**src/rtl/dma_pkg.sv**
```systemverilog
// Shared types and constants for the DMA channel arbiter.
package dma_pkg;

    typedef enum logic [1:0] {
        ST_IDLE   = 2'd0,
        ST_LAUNCH = 2'd1,
        ST_WAIT   = 2'd2,
        ST_RESP   = 2'd3
    } dma_state_e;

    localparam int          LEN_W        = 32;
    localparam logic [3:0]  STS_OK       = 4'h0;
    localparam logic [3:0]  STS_ZERO_LEN = 4'h8;

endpackage

```
**src/rtl/dma_rr_select.sv**
```systemverilog
// Round-robin selector: the first requester after last_grant (circular) wins.
module dma_rr_select #(
    parameter int NUM_CH = 4,
    parameter int IDX_W  = $clog2(NUM_CH)
) (
    input  logic [NUM_CH-1:0] req,
    input  logic [IDX_W-1:0]  last_grant,
    output logic              grant_valid,
    output logic [IDX_W-1:0]  grant_idx
);

    logic [IDX_W:0] w_cand;

    // Scan from the farthest candidate to the nearest so the nearest requester overwrites.
    always_comb begin
        grant_valid = 1'b0;
        grant_idx   = '0;
        w_cand      = '0;
        for (int k = NUM_CH; k >= 1; k--) begin
            w_cand = {1'b0, last_grant} + (IDX_W+1)'(k);
            if (w_cand >= (IDX_W+1)'(NUM_CH))
                w_cand = w_cand - (IDX_W+1)'(NUM_CH);
            if (req[w_cand[IDX_W-1:0]]) begin
                grant_valid = 1'b1;
                grant_idx   = w_cand[IDX_W-1:0];
            end
        end
    end

endmodule

```
**src/rtl/dma_channel_arbiter.sv**
```systemverilog
// Arbitrates NUM_CH descriptor channels onto a single DMA core, one transfer at a time.
module dma_channel_arbiter
    import dma_pkg::*;
#(
    parameter int NUM_CH = 4,
    parameter int ADDR_W = 32
) (
    input  logic                      clk,
    input  logic                      rst_n,
    input  logic [NUM_CH-1:0]         ch_req_valid,
    output logic [NUM_CH-1:0]         ch_req_ready,
    input  logic [NUM_CH*ADDR_W-1:0]  ch_src_addr,
    input  logic [NUM_CH*ADDR_W-1:0]  ch_dst_addr,
    input  logic [NUM_CH*LEN_W-1:0]   ch_len,
    output logic [NUM_CH-1:0]         ch_done,
    output logic [3:0]                ch_status,
    output logic                      dma_start,
    output logic [ADDR_W-1:0]         dma_src_addr,
    output logic [ADDR_W-1:0]         dma_dst_addr,
    output logic [LEN_W-1:0]          dma_length,
    input  logic                      dma_done,
    input  logic [3:0]                dma_completion_status,
    input  logic                      dma_busy,
    output logic [$clog2(NUM_CH)-1:0] grant_id,
    output logic                      arb_busy
);

    localparam int IDX_W = $clog2(NUM_CH);

    dma_state_e         r_state, w_state_nxt;
    logic [IDX_W-1:0]   r_last_grant, r_grant_id;
    logic [ADDR_W-1:0]  r_src, r_dst;
    logic [LEN_W-1:0]   r_len;
    logic [3:0]         r_status;

    logic               w_grant_valid;
    logic [IDX_W-1:0]   w_grant_idx;
    logic               w_accept;
    logic [LEN_W-1:0]   w_sel_len;

    dma_rr_select #(.NUM_CH(NUM_CH), .IDX_W(IDX_W)) u_rr (
        .req         (ch_req_valid),
        .last_grant  (r_last_grant),
        .grant_valid (w_grant_valid),
        .grant_idx   (w_grant_idx)
    );

    // Grants only happen from IDLE and only while the core reports idle.
    assign w_accept  = (r_state == ST_IDLE) && !dma_busy && w_grant_valid;
    assign w_sel_len = ch_len[w_grant_idx*LEN_W +: LEN_W];

    // State register.
    always_ff @(posedge clk or negedge rst_n) begin
        if (!rst_n) r_state <= ST_IDLE;
        else        r_state <= w_state_nxt;
    end

    // Next-state and handshake outputs.
    always_comb begin
        w_state_nxt  = r_state;
        ch_req_ready = '0;
        ch_done      = '0;
        ch_status    = '0;
        dma_start    = 1'b0;
        arb_busy     = (r_state != ST_IDLE);
        case (r_state)
            ST_IDLE: begin
                if (w_accept) begin
                    ch_req_ready[w_grant_idx] = 1'b1;
                    w_state_nxt = (w_sel_len == '0) ? ST_RESP : ST_LAUNCH;
                end
            end
            ST_LAUNCH: begin
                dma_start   = 1'b1;
                w_state_nxt = ST_WAIT;
            end
            ST_WAIT: begin
                if (dma_done) w_state_nxt = ST_RESP;
            end
            ST_RESP: begin
                ch_done[r_grant_id] = 1'b1;
                ch_status           = r_status;
                w_state_nxt         = ST_IDLE;
            end
            default: w_state_nxt = ST_IDLE;
        endcase
    end

    // Descriptor latch on accept and completion-status capture in WAIT.
    always_ff @(posedge clk or negedge rst_n) begin
        if (!rst_n) begin
            r_last_grant <= IDX_W'(NUM_CH-1);
            r_grant_id   <= '0;
            r_src        <= '0;
            r_dst        <= '0;
            r_len        <= '0;
            r_status     <= '0;
        end else begin
            if (w_accept) begin
                r_last_grant <= w_grant_idx;
                r_grant_id   <= w_grant_idx;
                r_src        <= ch_src_addr[w_grant_idx*ADDR_W +: ADDR_W];
                r_dst        <= ch_dst_addr[w_grant_idx*ADDR_W +: ADDR_W];
                r_len        <= w_sel_len;
                r_status     <= (w_sel_len == '0) ? STS_ZERO_LEN : STS_OK;
            end
            if (r_state == ST_WAIT && dma_done)
                r_status <= dma_completion_status;
        end
    end

    assign dma_src_addr = r_src;
    assign dma_dst_addr = r_dst;
    assign dma_length   = r_len;
    assign grant_id     = r_grant_id;

endmodule

```
**config.mk**
```make
export PLATFORM = sky130hd
export DESIGN_NAME = dma_channel_arbiter
export DESIGN_NICKNAME = d
export VERILOG_FILES = /design/src/rtl/dma_pkg.sv /design/src/rtl/dma_rr_select.sv /design/src/rtl/dma_channel_arbiter.sv
export SDC_FILE = /design/constraint.sdc
export NUM_CORES = 1
export LEC_CHECK = 0
export ABC_AREA = 0
export BUFFER_PORTS_ARGS = -buffer_cell sky130_fd_sc_hd__clkbuf_2
export CAP_MARGIN = 20
export CORE_AREA = 2 2 199 201
export CTS_CLUSTER_DIAMETER = 50
export DETAILED_ROUTE_END_ITERATION = 8
export DIE_AREA = 0 0 201 203
export GPL_TIMING_DRIVEN = 0
export HOLD_SLACK_MARGIN = 0.02
export SYNTH_ARGS = -nofsm -noshare
export SYNTH_HDL_FRONTEND = slang
export SYNTH_SLANG_ARGS = --single-unit
```
**constraint.sdc**
```tcl
create_clock -name clk -period 8.6 [get_ports clk]
set_input_delay 1.72 -clock clk [delete_from_list [all_inputs] [get_ports clk]]
set_output_delay 1.72 -clock clk [all_outputs]
set_load 0.05 [all_outputs]
```
* Word-level counts from Yosys, hierarchy flattened
Index checks and enable logic that the tools add are counted.
** Word-level totals
- Flip-flop bits (word level) :: 106
- Bits of input ports :: 396
** Operators by class
- Shift operators :: 3
- Order comparisons :: 12
- Equality and inequality tests :: 5
- Multiplexer cells :: 36
- Reduce and logical (&&, ||, !) cells :: 11
- Add/sub/neg operators :: 8
** Operator list (count)
- 128-bit by 8-bit indexed part select with 32-bit output :: 3
- 32-bit zero test :: 1
- 4-bit 2-to-1 mux :: 7
- 2-bit 2-to-1 mux :: 11
- 2-bit by 3-bit < comparator with 1-bit output (second input constant) :: 6
- 3-bit greater-or-equal comparator (second input constant) :: 4
- 1-bit 2-to-1 mux :: 11
- 1-bit binary-select mux with 2-bit select :: 4
- 2-bit case mux with 4 select lines :: 1
- 2-bit by 1-bit subtractor with 2-bit output (second input constant) :: 4
- 2-bit by 2-bit adder with 3-bit output (second input constant) :: 2
- 1-bit logical AND :: 5
- 1-bit demux with 2-bit select :: 2
- 2-bit == test (second input constant) :: 2
- 2-bit by 1-bit greater-or-equal comparator with 1-bit output (second input constant) :: 2
- 2-bit != test (second input constant) :: 2
- 2-bit nonzero test :: 2
- 2-bit by 1-bit adder with 3-bit output (second input constant) :: 1
- 2-bit by 3-bit adder with 3-bit output (second input constant) :: 1
- 2-bit by 1-bit == test with 1-bit output (second input constant) :: 1
- 2-bit zero test :: 1
- 2-bit AND reduction :: 1
- 1-bit zero test :: 1

* Longest topological paths before layout
- Depth after elaboration :: 15
- Gate-level depth with buffers :: 12
- Gate-level depth less buffers :: 7

* Modules after synthesis
A second synthesis with hierarchy kept.
** Second synthesis, totals
- Cells, all modules :: 613
- Area total of the unflattened synthesis :: 6632.6 um^2
** By module, submodules not included
- dma_channel_arbiter :: instances 1, area each 6541.3 um^2, cells an instance 599
- dma_rr_select :: instances 1, area each 91.3 um^2, cells an instance 14

* Least setup slack after synthesis
No wires, ideal clock.
- Kind :: input port to output port
- Start point :: input ch_req_valid[1]
- End point :: output ch_req_ready[0]
- Setup slack :: 2.710 ns
- Cell stages on the path :: 9
- Arrival :: 4.170 ns
- Buffers on the path :: 6
- Cell sequence :: buf_4 or3b_1 buf_2 o221a_4 buf_6 buf_6 clkbuf_1 clkbuf_1 nor3_1
** Between the ends
- Longest elaborated chain between the ends :: 12
** RTL lines
- start: declaration :: RTL line dma_channel_arbiter.sv:10 : input logic [NUM_CH-1:0] ch_req_valid,
- 1-bit binary-select mux with 2-bit select :: RTL line dma_rr_select.sv:23 : if (req[w_cand[IDX_W-1:0]]) begin
- 1-bit 2-to-1 mux (not written as such) :: RTL line dma_rr_select.sv:23
- 2-bit 2-to-1 mux (4 in a row) :: RTL line dma_rr_select.sv:23
- 2-bit by 3-bit < comparator with 1-bit output (not written as such) or 2-bit by 1-bit greater-or-equal comparator with 1-bit output (tied branches) :: RTL line dma_channel_arbiter.sv:69 : ch_req_ready[w_grant_idx] = 1'b1;
- 1-bit logical AND (not written as such) :: RTL line dma_channel_arbiter.sv:69
- 1-bit 2-to-1 mux (not written as such) :: RTL line dma_channel_arbiter.sv:69
- 1-bit demux with 2-bit select :: RTL line dma_channel_arbiter.sv:69
- 4-bit 2-to-1 mux * :: RTL line dma_channel_arbiter.sv:68 : if (w_accept) begin
- 4-bit 2-to-1 mux * :: RTL line dma_channel_arbiter.sv:66 : case (r_state)
- end: declaration :: RTL line dma_channel_arbiter.sv:11 : output logic [NUM_CH-1:0] ch_req_ready,
Every way passes the cells marked *; elsewhere a longest branch is shown, timed or not. The select of a mux whose other input is x is not followed.

* Worst setup path after layout
- Start point :: input ch_req_valid[1]
- End point :: output ch_req_ready[2]
The elaborated chain is that of the path after synthesis.

==> impl_metrics.toml <==
[critical_path]
critical_path_required_ns = 6.88
critPathKind = "input port to primary output"
r2r_start = "r_last_grant[1]"
rr_endpoint = "dma_src_addr[1]"
arrival_ns = 4.89
worstSetupEndpointType = "primary output"
rr_worst_depth = 10
ff2ff_setup_slack_ns = 4.29
critPathMaxFanout = 10
critPathLaunchType = "input port"

[clock_tree]
cts_made_buffers = 9
cts.sinks = 106
hold_buffers = 0
post_cts_resized = 0
root_buffer = "clkbuf_16"
cts_setup_buffers = 0
cts_max_level = 3
clock_latency_ns = 0.38
clk_path_buf_depth = 2
cts_tree = "yes"
clkSlewWorstSetupHoldPaths_ns = 0.07

[min_path]
min_path_type = "register to register"
hold_start = "dma_dst_addr[27]"
whs_path_depth = 2
holdPathEnd = "dma_dst_addr[27]"

[detailed_routing]
routed_via_density = 4.83
wl_met3_um = 3010
via_count = 10900
highest_layer = "met4"
met1_length_um = 19400
drtAntennaViolNets = 0
dr_wl_met2_um = 22300
drt-total-wl_um = 46100
first_pass_iters = 5
drt_iter0_markers = 675
drc = 0
wl_per_cell_um = 20.4

[timing]
worst_pin_slew_ns = 1.06
slew_headroom = 0.295
tns_ns = 0
maxSlewViolCount = 0
holdWs_ns = 0.476
grt_setup_unrepaired = "no"
worst_clock_skew_ns = 0.0144
fin_crit_ns = 6.61
final-hold-violation-count = 0
setup_viol_count_final = 0
timing.fmax_mhz = 151
fin_crit_sh = 0.769

[global_route]
grt_max_degree = 60
grt_pass1_wl_um = 66800
grt_pass1_vias = 10700
antenna_found_initial = 1
grtUsageTotal = 0.219
overflow = 0

[power_and_ir_drop]
switching_share = 0.609
total_power_mw = 4.23
clock_power_share = 0.108
power.density_mw_per_mm2 = 371
leakage_nw = 6.10
p_int_mw = 1.66
ir_drop_v = 0.000270
seqPwrFrac = 0.210
power_switching_mw = 2.58
combPwrFrac = 0.682

[place]
place_congestion = 0.977
detailed_place_hpwl_um = 37600
portBuffers = 506

[die]
die_area_mm2 = 0.0408
die_w_um = 201
initial_core_util = 0.204
rows = 72
io_pins = 508
die-height_um = 203
coreArea_mm2 = 0.0385

[final_layout]
final-seq-area_mm2 = 0.00266
final_cell_mix = "nand2_1, clkbuf_2, nand3_1"
n_fill_cell = 4369
multi_input_area_mm2 = 0.00478
syn_to_final_growth_pct = 44.9
layout_commonest_cell = "nand2_1"
fin_nets = 2141
antennaDiodeCount = 0
drive_gt1_frac = 0.313

[synthesis]
yosysWarningCount = 0
ys_ff_latch = 106
syn_area_mm2 = 0.00787
postSynthNetCount = 1622
synth_flop_cell = "dfrtp_1"
yosysSeqAreaShare = 0.338
synthDistinctLibCells = 46
synth_edf_count = 0
avgSynthCellArea_um2 = 6.44
async_flop_share = 1.00
syn_inst = 1222

[run]
drv_cap = 0

[outcome]
status = "finished, final reports clean"
[final cells by class]
| cell class | count | share of cell area |
|---|---|---|
| multi-input cells | 1012 | 0.420 |
| flip-flops and latches | 106 | 0.233 |
| repair buffers | 508 | 0.226 |
| well taps | 518 | 0.0569 |
| plain buffers | 101 | 0.0369 |
| clock buffers | 10 | 0.0201 |
| clock inverters | 6 | 0.00648 |
| inverters | 3 | 0.000988 |
[power groups by stage]
| stage | Clock (mW) | Combinational, mW | Sequential [mW] |
|---|---|---|---|
| finish | 0.457 | 2.89 | 0.891 |
| global placement | 0 | 2.89 | 0.888 |
| CTS | 0.474 | 2.91 | 0.890 |
| floorplan | 0 | 1.16 | 1.62 |
| global route | 0.491 | 3.11 | 0.919 |
| detailed placement | 0 | 2.90 | 0.896 |
[flip-flops by register name, indices dropped and copies added, names as in the netlist]
signal / flops
grant_id: 2
r_status: 4
dma_dst_addr: 32
dma_length: 32
r_state: 2
dma_src_addr: 32
r_last_grant: 2
[stage by stage]
step                       util  worst slack, ns  instances  area (µm²)
after floorplan               -             2.71       1222        7870
after global placement    0.287             1.63       2246       11000
after detailed placement  0.288             1.95       2248       11100
after CTS                 0.296             1.94       2264       11400
after global routing      0.296             1.76       2264       11400
final                     0.296             1.99       2264       11400
[cells by family after synthesis]
| group | synth area share |
|---|---|
| AO/OA/AOI/OAI | 0.0833 |
| multiplexers | 0.00382 |
| buffers and inverters | 0.0549 |
| adder cells (fa/ha/maj) | 0.00636 |
| flip-flops | 0.338 |
| AND/OR/NAND/NOR | 0.514 |
[critical path, stage by stage]
cell	delay [ns]
buf_4	0.15
o21ai_1	0.36
o221a_4	0.25
buf_6	0.16
buf_6	0.19
clkbuf_1	0.70
clkbuf_1	0.49
nand2_1	0.36
nor2_1	0.19
clkbuf_2	0.30
[worst max-delay path by stage]
stage | startpoint | endpoint | slack (ns)
after floorplan | ch_req_valid[1] | ch_req_ready[0] | 2.71
after global placement | ch_req_valid[2] | ch_req_ready[2] | 1.63
after detailed placement | ch_req_valid[1] | ch_req_ready[2] | 1.95
after CTS | ch_req_valid[1] | ch_req_ready[2] | 1.94
after global routing | ch_req_valid[1] | ch_req_ready[2] | 1.76
final | ch_req_valid[1] | ch_req_ready[2] | 1.99
[Yosys cell counts, drive strengths merged, types with 2 or more instances]
cell type,n,area (µm²)
a2111oi,6,52.6
a21oi,4,20.0
a311oi,12,105
a31oi,3,18.8
a32oi,6,52.6
a41oi,2,17.5
and2,4,25.0
and3,3,18.8
buf,27,143
clkbuf,74,278
dfrtp,104,2600
dfstp,2,52.6
ha,4,50.1
inv,3,11.3
mux2i,3,30.0
nand2,555,2080
nand2b,3,18.8
nand3,273,1370
nor2,16,60.1
nor2b,3,18.8
nor3,16,85.1
nor3b,13,97.6
nor4,19,119
nor4bb,12,120
o211ai,12,90.1
o21a,14,105
o21ai,12,60.1
o221a,3,42.5
o22a,3,26.3
[routing by layer]
layer,vias up,track usage
met3,66,0.0390
met5,-,0
li1,5179,-
met2,534,0.376
met4,0,0.0807
met1,5165,0.274
Note: power is estimated with default switching activity, not from simulation.
